## src/rtl/affine_pkg.sv

```systemverilog
// ============================================================================
// affine_pkg : bank encodings and coefficient tables for affine_mcm_pipe
// Revision   : 1.0  initial release
// ============================================================================
`default_nettype none

package affine_pkg;

  localparam logic BANK_A1  = 1'b0;
  localparam logic BANK_A2  = 1'b1;
  localparam int   NUM_COEF = 4;

  // Index 0 holds c1 of the bank.
  localparam logic [NUM_COEF-1:0][3:0] COEF_A1 = {4'd4, 4'd3, 4'd2, 4'd1};
  localparam logic [NUM_COEF-1:0][3:0] COEF_A2 = {4'd8, 4'd7, 4'd6, 4'd5};

  function automatic int unsigned coef(input logic bank, input int unsigned idx);
    logic [1:0] sel;
    sel = idx[1:0];
    if (bank == BANK_A2) begin
      return {28'd0, COEF_A2[sel]};
    end
    return {28'd0, COEF_A1[sel]};
  endfunction

endpackage

`default_nettype wire

```

## src/rtl/affine_mcm_core.sv

```systemverilog
// ============================================================================
// affine_mcm_core : combinational shift-add multiply by the selected bank
// Revision        : 1.0  initial release
// ============================================================================
`default_nettype none

module affine_mcm_core
  import affine_pkg::*;
#(
  parameter int OW = 16
) (
  input  logic signed [OW-1:0] x,
  input  logic                 bank,
  output logic signed [OW-1:0] y1,
  output logic signed [OW-1:0] y2,
  output logic signed [OW-1:0] y3,
  output logic signed [OW-1:0] y4
);

  logic signed [OW-1:0] w_w1;
  logic signed [OW-1:0] w_w2;
  logic signed [OW-1:0] w_w4;
  logic signed [OW-1:0] w_w8;

  assign w_w1 = x;
  assign w_w2 = x <<< 1;
  assign w_w4 = x <<< 2;
  assign w_w8 = x <<< 3;

  always_comb begin
    y1 = w_w1;
    y2 = w_w2;
    y3 = w_w4 - w_w1;
    y4 = w_w4;
    case (bank)
      BANK_A2: begin
        y1 = w_w4 + w_w1;
        y2 = w_w4 + w_w2;
        y3 = w_w8 - w_w1;
        y4 = w_w8;
      end
      default: begin
        y1 = w_w1;
        y2 = w_w2;
        y3 = w_w4 - w_w1;
        y4 = w_w4;
      end
    endcase
  end

endmodule

`default_nettype wire

```

## src/rtl/affine_mcm_pipe.sv

```systemverilog
// ============================================================================
// affine_mcm_pipe : two-stage valid/ready multiple-constant multiplier
// Revision        : 1.0  initial release
// ============================================================================
`default_nettype none

module affine_mcm_pipe
  import affine_pkg::*;
#(
  parameter int IW = 8,
  parameter int OW = 16
) (
  input  logic                 clk,
  input  logic                 rst_n,
  input  logic                 in_valid,
  output logic                 in_ready,
  input  logic signed [IW-1:0] in_x,
  input  logic                 in_bank,
  input  logic                 in_last,
  output logic                 out_valid,
  input  logic                 out_ready,
  output logic signed [OW-1:0] out_y1,
  output logic signed [OW-1:0] out_y2,
  output logic signed [OW-1:0] out_y3,
  output logic signed [OW-1:0] out_y4,
  output logic                 out_bank,
  output logic                 out_last
);

  if (OW < IW + 4) begin : g_ow_check
    $error("affine_mcm_pipe: OW must be at least IW+4");
  end

  logic                 r_s1_valid;
  logic                 r_s1_bank;
  logic                 r_s1_last;
  logic signed [OW-1:0] r_s1_x;

  logic                 r_s2_valid;
  logic                 r_s2_bank;
  logic                 r_s2_last;
  logic signed [OW-1:0] r_s2_y1;
  logic signed [OW-1:0] r_s2_y2;
  logic signed [OW-1:0] r_s2_y3;
  logic signed [OW-1:0] r_s2_y4;

  logic                 w_s1_adv;
  logic                 w_s2_adv;
  logic signed [OW-1:0] w_y1;
  logic signed [OW-1:0] w_y2;
  logic signed [OW-1:0] w_y3;
  logic signed [OW-1:0] w_y4;

  assign w_s2_adv = !r_s2_valid || out_ready;
  assign w_s1_adv = !r_s1_valid || w_s2_adv;
  assign in_ready = w_s1_adv;

  affine_mcm_core #(
    .OW (OW)
  ) u_core (
    .x    (r_s1_x),
    .bank (r_s1_bank),
    .y1   (w_y1),
    .y2   (w_y2),
    .y3   (w_y3),
    .y4   (w_y4)
  );

  // Data registers load only with a valid sample so an idle pipe keeps its last outputs.
  always_ff @(posedge clk or negedge rst_n) begin
    if (!rst_n) begin
      r_s1_valid <= 1'b0;
      r_s1_bank  <= 1'b0;
      r_s1_last  <= 1'b0;
      r_s1_x     <= '0;
      r_s2_valid <= 1'b0;
      r_s2_bank  <= 1'b0;
      r_s2_last  <= 1'b0;
      r_s2_y1    <= '0;
      r_s2_y2    <= '0;
      r_s2_y3    <= '0;
      r_s2_y4    <= '0;
    end else begin
      if (w_s1_adv) begin
        r_s1_valid <= in_valid;
        if (in_valid) begin
          r_s1_x    <= {{(OW-IW){in_x[IW-1]}}, in_x};
          r_s1_bank <= in_bank;
          r_s1_last <= in_last;
        end
      end
      if (w_s2_adv) begin
        r_s2_valid <= r_s1_valid;
        if (r_s1_valid) begin
          r_s2_y1   <= w_y1;
          r_s2_y2   <= w_y2;
          r_s2_y3   <= w_y3;
          r_s2_y4   <= w_y4;
          r_s2_bank <= r_s1_bank;
          r_s2_last <= r_s1_last;
        end
      end
    end
  end

  assign out_valid = r_s2_valid;
  assign out_y1    = r_s2_y1;
  assign out_y2    = r_s2_y2;
  assign out_y3    = r_s2_y3;
  assign out_y4    = r_s2_y4;
  assign out_bank  = r_s2_bank;
  assign out_last  = r_s2_last;

endmodule

`default_nettype wire

```

## config.mk

```make
export PLATFORM = sky130hd
export DESIGN_NAME = affine_mcm_pipe
export DESIGN_NICKNAME = d
export VERILOG_FILES = /design/src/rtl/affine_pkg.sv /design/src/rtl/affine_mcm_core.sv /design/src/rtl/affine_mcm_pipe.sv
export SDC_FILE = /design/constraint.sdc
export NUM_CORES = 1
export LEC_CHECK = 0
export CAP_MARGIN = 10
export CORE_ASPECT_RATIO = 1.25
export CORE_MARGIN = 3
export CORE_UTILIZATION = 51
export CTS_BUF_LIST = sky130_fd_sc_hd__clkbuf_16
export DETAILED_ROUTE_END_ITERATION = 12
export PLACE_DENSITY = 0.79
export SYNTH_ARGS = -nofsm -noshare
export SYNTH_HDL_FRONTEND = slang
export SYNTH_HIERARCHICAL = 1
export SYNTH_SLANG_ARGS = --single-unit
```

## constraint.sdc

```tcl
create_clock -name clk -period 3.3 [get_ports clk]
set_input_delay 0.66 -clock clk [delete_from_list [all_inputs] [get_ports clk]]
set_output_delay 0.66 -clock clk [all_outputs]
set_load 0.05 [all_outputs]
```

**Word-level counts from Yosys, hierarchy flattened**

Cells that the tools add are included.

- Add/sub/neg operators: 4
- Muxes and demuxes: 4
- Reductions and logical operators: 6

Operators by type and width:

| kind | number |
|---|---|
| $mux 16 | 3 |
| $sub 11x8->12 | 1 |
| $add 10x8->11 | 1 |
| $add 10x9->11 | 1 |
| $sub 10x8->11 | 1 |
| $mux 10 | 1 |
| $reduce_and 2->1 | 2 |
| $logic_not 1->1 | 2 |
| $logic_or 1x1->1 | 2 |

- Flip-flop bits (word level): 73
- Input bits: 14
- Output and inout port bits: 68

**Depth between registers and ports, before layout**

Gate-level depths: netlist of run 1.

- Depth in word-level cells: 4
- Mapped depth: 13
- Mapped depth without buffers: 11

**Hierarchy**

The synthesis of run 1 kept the hierarchy.

By module, submodules not included:

| module | instances | cells an instance | area each (um^2) | sequential area each (um^2) |
|---|---|---|---|---|
| affine_mcm_pipe | 1 | 167 | 3105.5 | 1951.9 |
| affine_mcm_core | 1 | 346 | 2331.0 | 0.0 |

**Least setup slack after synthesis of run 1**

No wires, ideal clock.

- Kind: register -> register
- Start point: register r_s1_bank
- End point: register r_s2_y3[13] (netlist: out_y3[13])
- Library setup time: 0.125 ns
- Data arrival time: 3.169 ns
- Data required time: 3.175 ns
- Setup slack: 0.005 ns
- Cell stages (with the launch flop): 13
- Period minus slack after synthesis: 3.295 ns
- Cell sequence: dfrtp_1 clkbuf_1 clkbuf_1 clkbuf_1 nor2_1 ha_1 or3b_4 o211ai_4 a2111oi_2 o311a_1 a41oi_1 o311ai_1 mux2_4

- Longest elaborated chain between the ends: 1

Ends and longest elaborated chain:

| item | line | text |
|---|---|---|
| start: declaration | affine_mcm_pipe.sv:35 | `logic r_s1_bank;` |
| start signal: assignment | affine_mcm_pipe.sv:88 | `r_s1_bank <= in_bank;` |
| $mux 16 | affine_mcm_core.sv:35 | `case (bank)` |
| net w_y3[13] | affine_mcm_pipe.sv:51 | `logic signed [OW-1:0] w_y3;` |
| end signal: assignment | affine_mcm_pipe.sv:97 | `r_s2_y3 <= w_y3;` |
| end: declaration | affine_mcm_pipe.sv:44 | `logic signed [OW-1:0] r_s2_y3;` |

The timed path passes the listed nets, and every way through them passes these cells.
A chain may end at the register's enable or synchronous reset.

**Worst setup path after layout of run 1**

Same ends and word-level chain as after synthesis.

==> results.json, run 1 <==
{
  "status": "finished, final reports clean",
  "h-tree-depth": 3,
  "finClkSkew_ns": 0.00581,
  "drt-wirelength-per-cell_um": 16.7,
  "yosysWarnings": 6,
  "nets": 648,
  "cpPeakStageDelay_ns": 0.59,
  "rsz0062_at_grt": "false",
  "maxCapViolCount": 0,
  "root_buffer": "clkbuf_16",
  "endpoint_kind": "flip-flop",
  "vias": 4120,
  "p_total_mw": 6.60,
  "cts_hold_buf": 0,
  "fmax_ghz": 0.314,
  "drt-vias-per-instance": 5.68,
  "die_area_um2": 11900,
  "clockBufferDepth": 2,
  "p_clk_share_pct": 15.9,
  "critPathMaxFanout": 27,
  "ff2ff_setup_slack_ns": 0.12,
  "r2r_cells": 10,
  "postLayoutCoreUtil_pct": 64.6,
  "p_leak_nw": 3.12,
  "reg2reg_from": "r_s1_bank",
  "routed_wl_um": 12100,
  "fin_area_um2": 6630,
  "drc": 0,
  "portBuffers": 81,
  "p_int_mw": 3.59,
  "seq_power_share_pct": 24.0,
  "dr.pass1.iters": 5,
  "worst_path_max_delay_cell": "dfrtp_4",
  "cts_tree": "built",
  "die_w_um": 98.3,
  "dpl_cell_area_um2": 6310,
  "stdcell_count": 725,
  "path_class": "reg -> reg",
  "swShare_pct": 45.6,
  "rr_endpoint": "out_y3[13]",
  "yosysUniqueCellTypes": 55,
  "layout_common_cells": "clkdlybuf4s50_1, dfrtp_1, nand2_1",
  "relSlewSlack_pct": 36.2,
  "drt_iter0_drc": 279,
  "worstMarginPinSlew_ns": 0.957,
  "ant_nets": 0,
  "ys_top_cells_by_area": "dfrtp_1, mux2_4, ha_1, mux2_2, nand2_1",
  "cts.sinks": 78,
  "drive_gt1_share_pct": 18.0,
  "ys_ff_latch": 78,
  "place.gp.congestion": 0.845,
  "antenna_found_initial": 0,
  "yosysTopAreaCellShare_pct": 35.9,
  "ir_drop_uv": 448,
  "powerDensity_nw_per_um2": 995,
  "grt-ovfl-total": 0,
  "grt_pass1_wl_um": 20700,
  "std_cell_rows": 41,
  "post-place-ws_ns": 0.207,
  "synth_enable_flop_cells": 0,
  "place_inst": 709,
  "ys_seq_area_share_pct": 35.9,
  "cts_buffers": 9,
  "hold_path.class": "in -> async",
  "die_h_um": 121,
  "timing.critical_path.cells": "nand2b_1, nand2_1, ha_1, a21oi_1, o21ai_1, a2111oi_2, nor2_1, a41oi_1, o311ai_1, mux2_4",
  "insertion_delay_ns": 0.34,
  "initial_core_util_pct": 53.0,
  "synth_flop_cell": "dfrtp_1",
  "synth_area_um2": 5440,
  "final.min_clock_period_ns": 3.18,
  "synth_top_area_cell": "dfrtp_1",
  "grt_pass1_vias": 4334,
  "layout_commonest_cell": "clkdlybuf4s50_1",
  "p_comb_share_pct": 60.1,
  "setup_tns_ns": 0,
  "design.core.area_um2": 10300,
  "cts.clk_slew.worst_paths_ns": 0.06,
  "setup_violations": 0,
  "dpl.hpwl_um": 8690,
  "arrival_ns": 3.40,
  "timing.final.hold_violations": 0,
  "grt_max_degree": 79,
  "ios": 82,
  "syn_area_per_cell_um2": 10.6,
  "antennaDiodeCount": 0,
  "async_flop_share_pct": 100,
  "p_switching_mw": 3.01,
  "slew_viol_final": 0,
  "cp-start-kind": "flip-flop",
  "fin_ws_ns": 0.120,
  "fin_crit_sh_pct": 96.4,
  "worst_hold_slack_ns": 0.469,
  "synth_cells": 513,
  "syn_to_final_growth_pct": 22.0,
  "grt_usage_pct": 21.4,
  "required_ns": 3.52
}
[synth_stat cells (11+ instances only)]
cell,number
mux2_4,40
nor2_1,22
a21o_1,22
ha_1,41
nand2_1,47
mux2_2,36
nand3_1,11
a21oi_1,28
xnor2_1,19
xor2_1,11
dfrtp_1,78
inv_1,25
[what timing repair did]
action | in CTS | in global routing
gates resized for setup | 0 | 2
buffers inserted | 0 | 0
hold endpoints to repair | 0 | 0
setup endpoints to repair | 0 | 1
[logic make-up after synthesis]
kind of cell	synth area share [%]
multiplexers	19.1
AND/OR/NAND/NOR	10.7
other	0.0690
flip-flops	35.9
XOR/XNOR	4.83
AO/OA/AOI/OAI	14.1
adder cells (fa/ha/maj)	10.2
buffers and inverters	5.18
[worst max-delay path, delay by kind of cell, from the launching register on]
family / cells / cell delay (ns)
mux: 1 / 0.28
compound gates: 5 / 1.40
fa+ha+maj: 1 / 0.30
simple gates: 3 / 0.50
flops: 1 / 0.59
[flip-flops by register name (all words and copies together) (netlist names)]
| name | flops |
|---|---|
| out_y1 | 16 |
| out_y2 | 16 |
| out_y3 | 16 |
| out_y4 | 16 |
| r_s1_x | 8 |
| out_bank | 1 |
| out_last | 1 |
| out_valid | 1 |
| r_s1_bank | 1 |
| r_s1_last | 1 |
| r_s1_valid | 1 |
[final cells by class]
cell class                      count  area, um^2
Fill cell                         813        3630
Multi-Input combinational cell    389        3220
Sequential cell                    78        1960
Timing Repair Buffer               88         886
Clock buffer                        9         225
Tap cell                          129         161
Inverter                           25        93.8
Clock inverter                      7        88.8
[power by group through the flow]
stage | Combinational (mW) | Clock, mW | Sequential [mW]
after floorplan | 1.67 | 0 | 2.76
after global placement | 3.88 | 0 | 1.57
after detailed placement | 3.93 | 0 | 1.60
after CTS | 3.97 | 1.07 | 1.59
after global routing | 4.22 | 1.11 | 1.64
final | 3.97 | 1.05 | 1.58
[layer usage]
layer	up-vias	share of wire, %	routed length, um	global-route usage (%)
met4	0	1.7	209	8.63
met3	17	3.8	465	3.91
met5	-	0	0	0
met1	2009	45	5400	27.4
met2	99	50	6020	35.6
li1	1995	-	-	-
[worst max path at each step]
stage | from | endpoint | slack (ns) | depth (start not counted)
2_1_floorplan | r_s1_bank | out_y3[13] | 0.005 | 12
3_3_place_gp | r_s1_bank | out_y3[13] | 0.35 | 10
3_5_place_dp | r_s1_bank | out_y3[13] | 0.21 | 10
4_1_cts | r_s1_bank | out_y3[13] | 0.15 | 10
5_1_grt | r_s1_bank | out_y3[13] | 0.008 | 10
6_report | r_s1_bank | out_y3[13] | 0.12 | 10
Note: power is estimated with default switching activity, not from simulation.
==> run 2, diff against run 1 <==
--- a/config.mk
+++ b/config.mk
@@ -5,13 +5,13 @@
 export SDC_FILE = /design/constraint.sdc
 export NUM_CORES = 1
 export LEC_CHECK = 0
-export CAP_MARGIN = 10
 export CORE_ASPECT_RATIO = 1.25
 export CORE_MARGIN = 3
-export CORE_UTILIZATION = 51
+export CORE_UTILIZATION = 55
 export CTS_BUF_LIST = sky130_fd_sc_hd__clkbuf_16
 export DETAILED_ROUTE_END_ITERATION = 12
-export PLACE_DENSITY = 0.79
+export PLACE_DENSITY = 0.81
+export SLEW_MARGIN = 10
 export SYNTH_ARGS = -nofsm -noshare
 export SYNTH_HDL_FRONTEND = slang
 export SYNTH_HIERARCHICAL = 1
==> constraint.sdc (replaced) <==
create_clock -name clk -period 3.35 [get_ports clk]
set_input_delay 0.67 -clock clk [delete_from_list [all_inputs] [get_ports clk]]
set_output_delay 0.67 -clock clk [all_outputs]
set_load 0.05 [all_outputs]
==> run 2 against run 1 <==
Highest routed layer unchanged. Cell area decreased by 0.62%. Sequential power decreased by 3%. Critical endpoint unchanged. Clock-buffer cell count stayed put. Largest cell class unchanged. Register-to-register slack gained 0.14 ns.
==> results.json, run 2 (synthesis results as in run 1) <==
{
  "status": "finished, final reports clean",
  "regArea_um2": 1960,
  "die_h_um": 117,
  "ir_drop_uv": 527,
  "grt_pass1_vias": 4154,
  "worst_path_max_delay_cell": "dfrtp_4",
  "fmax_ghz": 0.324,
  "h-tree-depth": 3,
  "drt_iter0_drc": 285,
  "path_class": "reg -> reg",
  "std_cell_rows": 39,
  "setup_violations": 0,
  "rr_endpoint": "out_y3[13]",
  "drive_gt1_share_pct": 17.8,
  "cts_buffers": 9,
  "cts_hold_buf": 0,
  "critPathMaxFanout": 24,
  "cpMostUsedCell": "nand2_1",
  "path_buf_inv": 1,
  "ant_nets": 0,
  "nets": 646,
  "grt_util_met3_pct": 3.26,
  "die_w_um": 94.9,
  "fin_area_um2": 6590,
  "ios": 82,
  "cts.sinks": 78,
  "r2r_cells": 11,
  "design.core.area_um2": 9370,
  "antennaDiodeCount": 0,
  "fin_crit_sh_pct": 92.2,
  "die_area_um2": 11100,
  "arrival_ns": 3.31,
  "maxCapViolCount": 0,
  "powerDensity_nw_per_um2": 975,
  "endpoint_kind": "flip-flop",
  "cp_top_family": "compound AO/OA/AOI/OAI gates",
  "finClkSkew_ns": 0.00470,
  "ff2ff_setup_slack_ns": 0.26,
  "layout_commonest_cell": "clkdlybuf4s50_1",
  "clockBufferDepth": 2,
  "initial_core_util_pct": 58.0,
  "dr.pass1.iters": 4,
  "required_ns": 3.57,
  "syn_to_final_growth_pct": 21.2,
  "antenna_found_initial": 0,
  "layout_common_cells": "clkdlybuf4s50_1, dfrtp_1, nand2_1",
  "final.min_clock_period_ns": 3.09,
  "vias": 4115,
  "setup_tns_ns": 0,
  "dpl_cell_area_um2": 6270,
  "fillers": 725,
  "cts_tree": "built",
  "hold_path.class": "in -> async",
  "cpPeakStageDelay_ns": 0.58,
  "gr-max-usage-layer": "met2",
  "portBuffers": 81,
  "grt_pass1_wl_um": 19400,
  "cts_resized": 0,
  "place.gp.congestion": 0.887,
  "timing.final.hold_violations": 0,
  "rsz0062_at_grt": "false",
  "worstMarginPinSlew_ns": 0.980,
  "drc": 0,
  "drt-wirelength-per-cell_um": 16.4,
  "cts.clk_slew.worst_paths_ns": 0.06,
  "grt_usage_pct": 22.3,
  "routed_wl_um": 11800,
  "slew_viol_final": 0,
  "p_leak_nw": 3.09,
  "multiInputGateArea_um2": 3230,
  "timing.critical_path.cells": "buf_4, nand2_1, nand2_1, ha_1, a21oi_1, o21ai_1, a2111oi_4, nor2_1, a41oi_1, o311ai_1, mux2_4",
  "dpl.hpwl_um": 8460,
  "met2_usage_pct": 38.2,
  "critPathLaunch": "r_s1_bank",
  "crit_path_end": "out_y3[13]",
  "root_buffer": "clkbuf_16",
  "gr-usage-met1_pct": 28.6,
  "relSlewSlack_pct": 34.6,
  "crit_cells": 11,
  "grt-ovfl-total": 0,
  "reg2reg_from": "r_s1_bank",
  "cp-start-kind": "flip-flop",
  "insertion_delay_ns": 0.34,
  "drt-vias-per-instance": 5.74,
  "grt_max_degree": 79,
  "cts_setup_buffers": 0
}
-- run 2: final cells by class --
cell class	count	area share (%)
flip-flops and latches	78	29.7
repair buffers	86	13.0
clock buffers	9	3.42
well taps	123	2.34
clock inverters	7	1.12
multi-input cells	389	49.0
inverters	25	1.42
-- run 2: worst min path at each step --
stage | to | slack, ns | cells past startpoint
after floorplan | out_bank | 0.37 | 0
after global placement | out_last | 0.48 | 1
after detailed placement | out_y1[6] | 0.49 | 1
after CTS | out_y4[9] | 0.51 | 1
after global routing | out_y3[8] | 0.52 | 1
final | r_s1_valid | 0.48 | 1
-- run 2: stage by stage --
stage	hold slack, ns	setup slack, ns	std cells	util, %	power, mW
3_5_place_dp	0.492	0.319	701	67.0	5.42
5_1_grt	0.523	0.0872	717	70.3	6.77
2_1_floorplan	0.374	0.0554	515	-	4.37
3_3_place_gp	0.483	0.435	701	67.0	5.34
4_1_cts	0.506	0.270	717	70.2	6.44
6_report	0.483	0.260	717	70.3	6.43
-- run 2: layer usage --
layer	vias to the layer above	routed length, um
li1	1996	-
met1	1973	5250
met2	121	5810
met3	25	474
met4	0	244
met5	-	0
-- run 2: power breakdown --
| group | internal, mW | leakage [nW] | total, mW | switching [mW] |
|---|---|---|---|---|
| Sequential | 1.30 | 0.920 | 1.54 | 0.240 |
| Clock | 0.578 | 0.134 | 0.982 | 0.405 |
| Combinational | 1.58 | 2.04 | 3.90 | 2.32 |
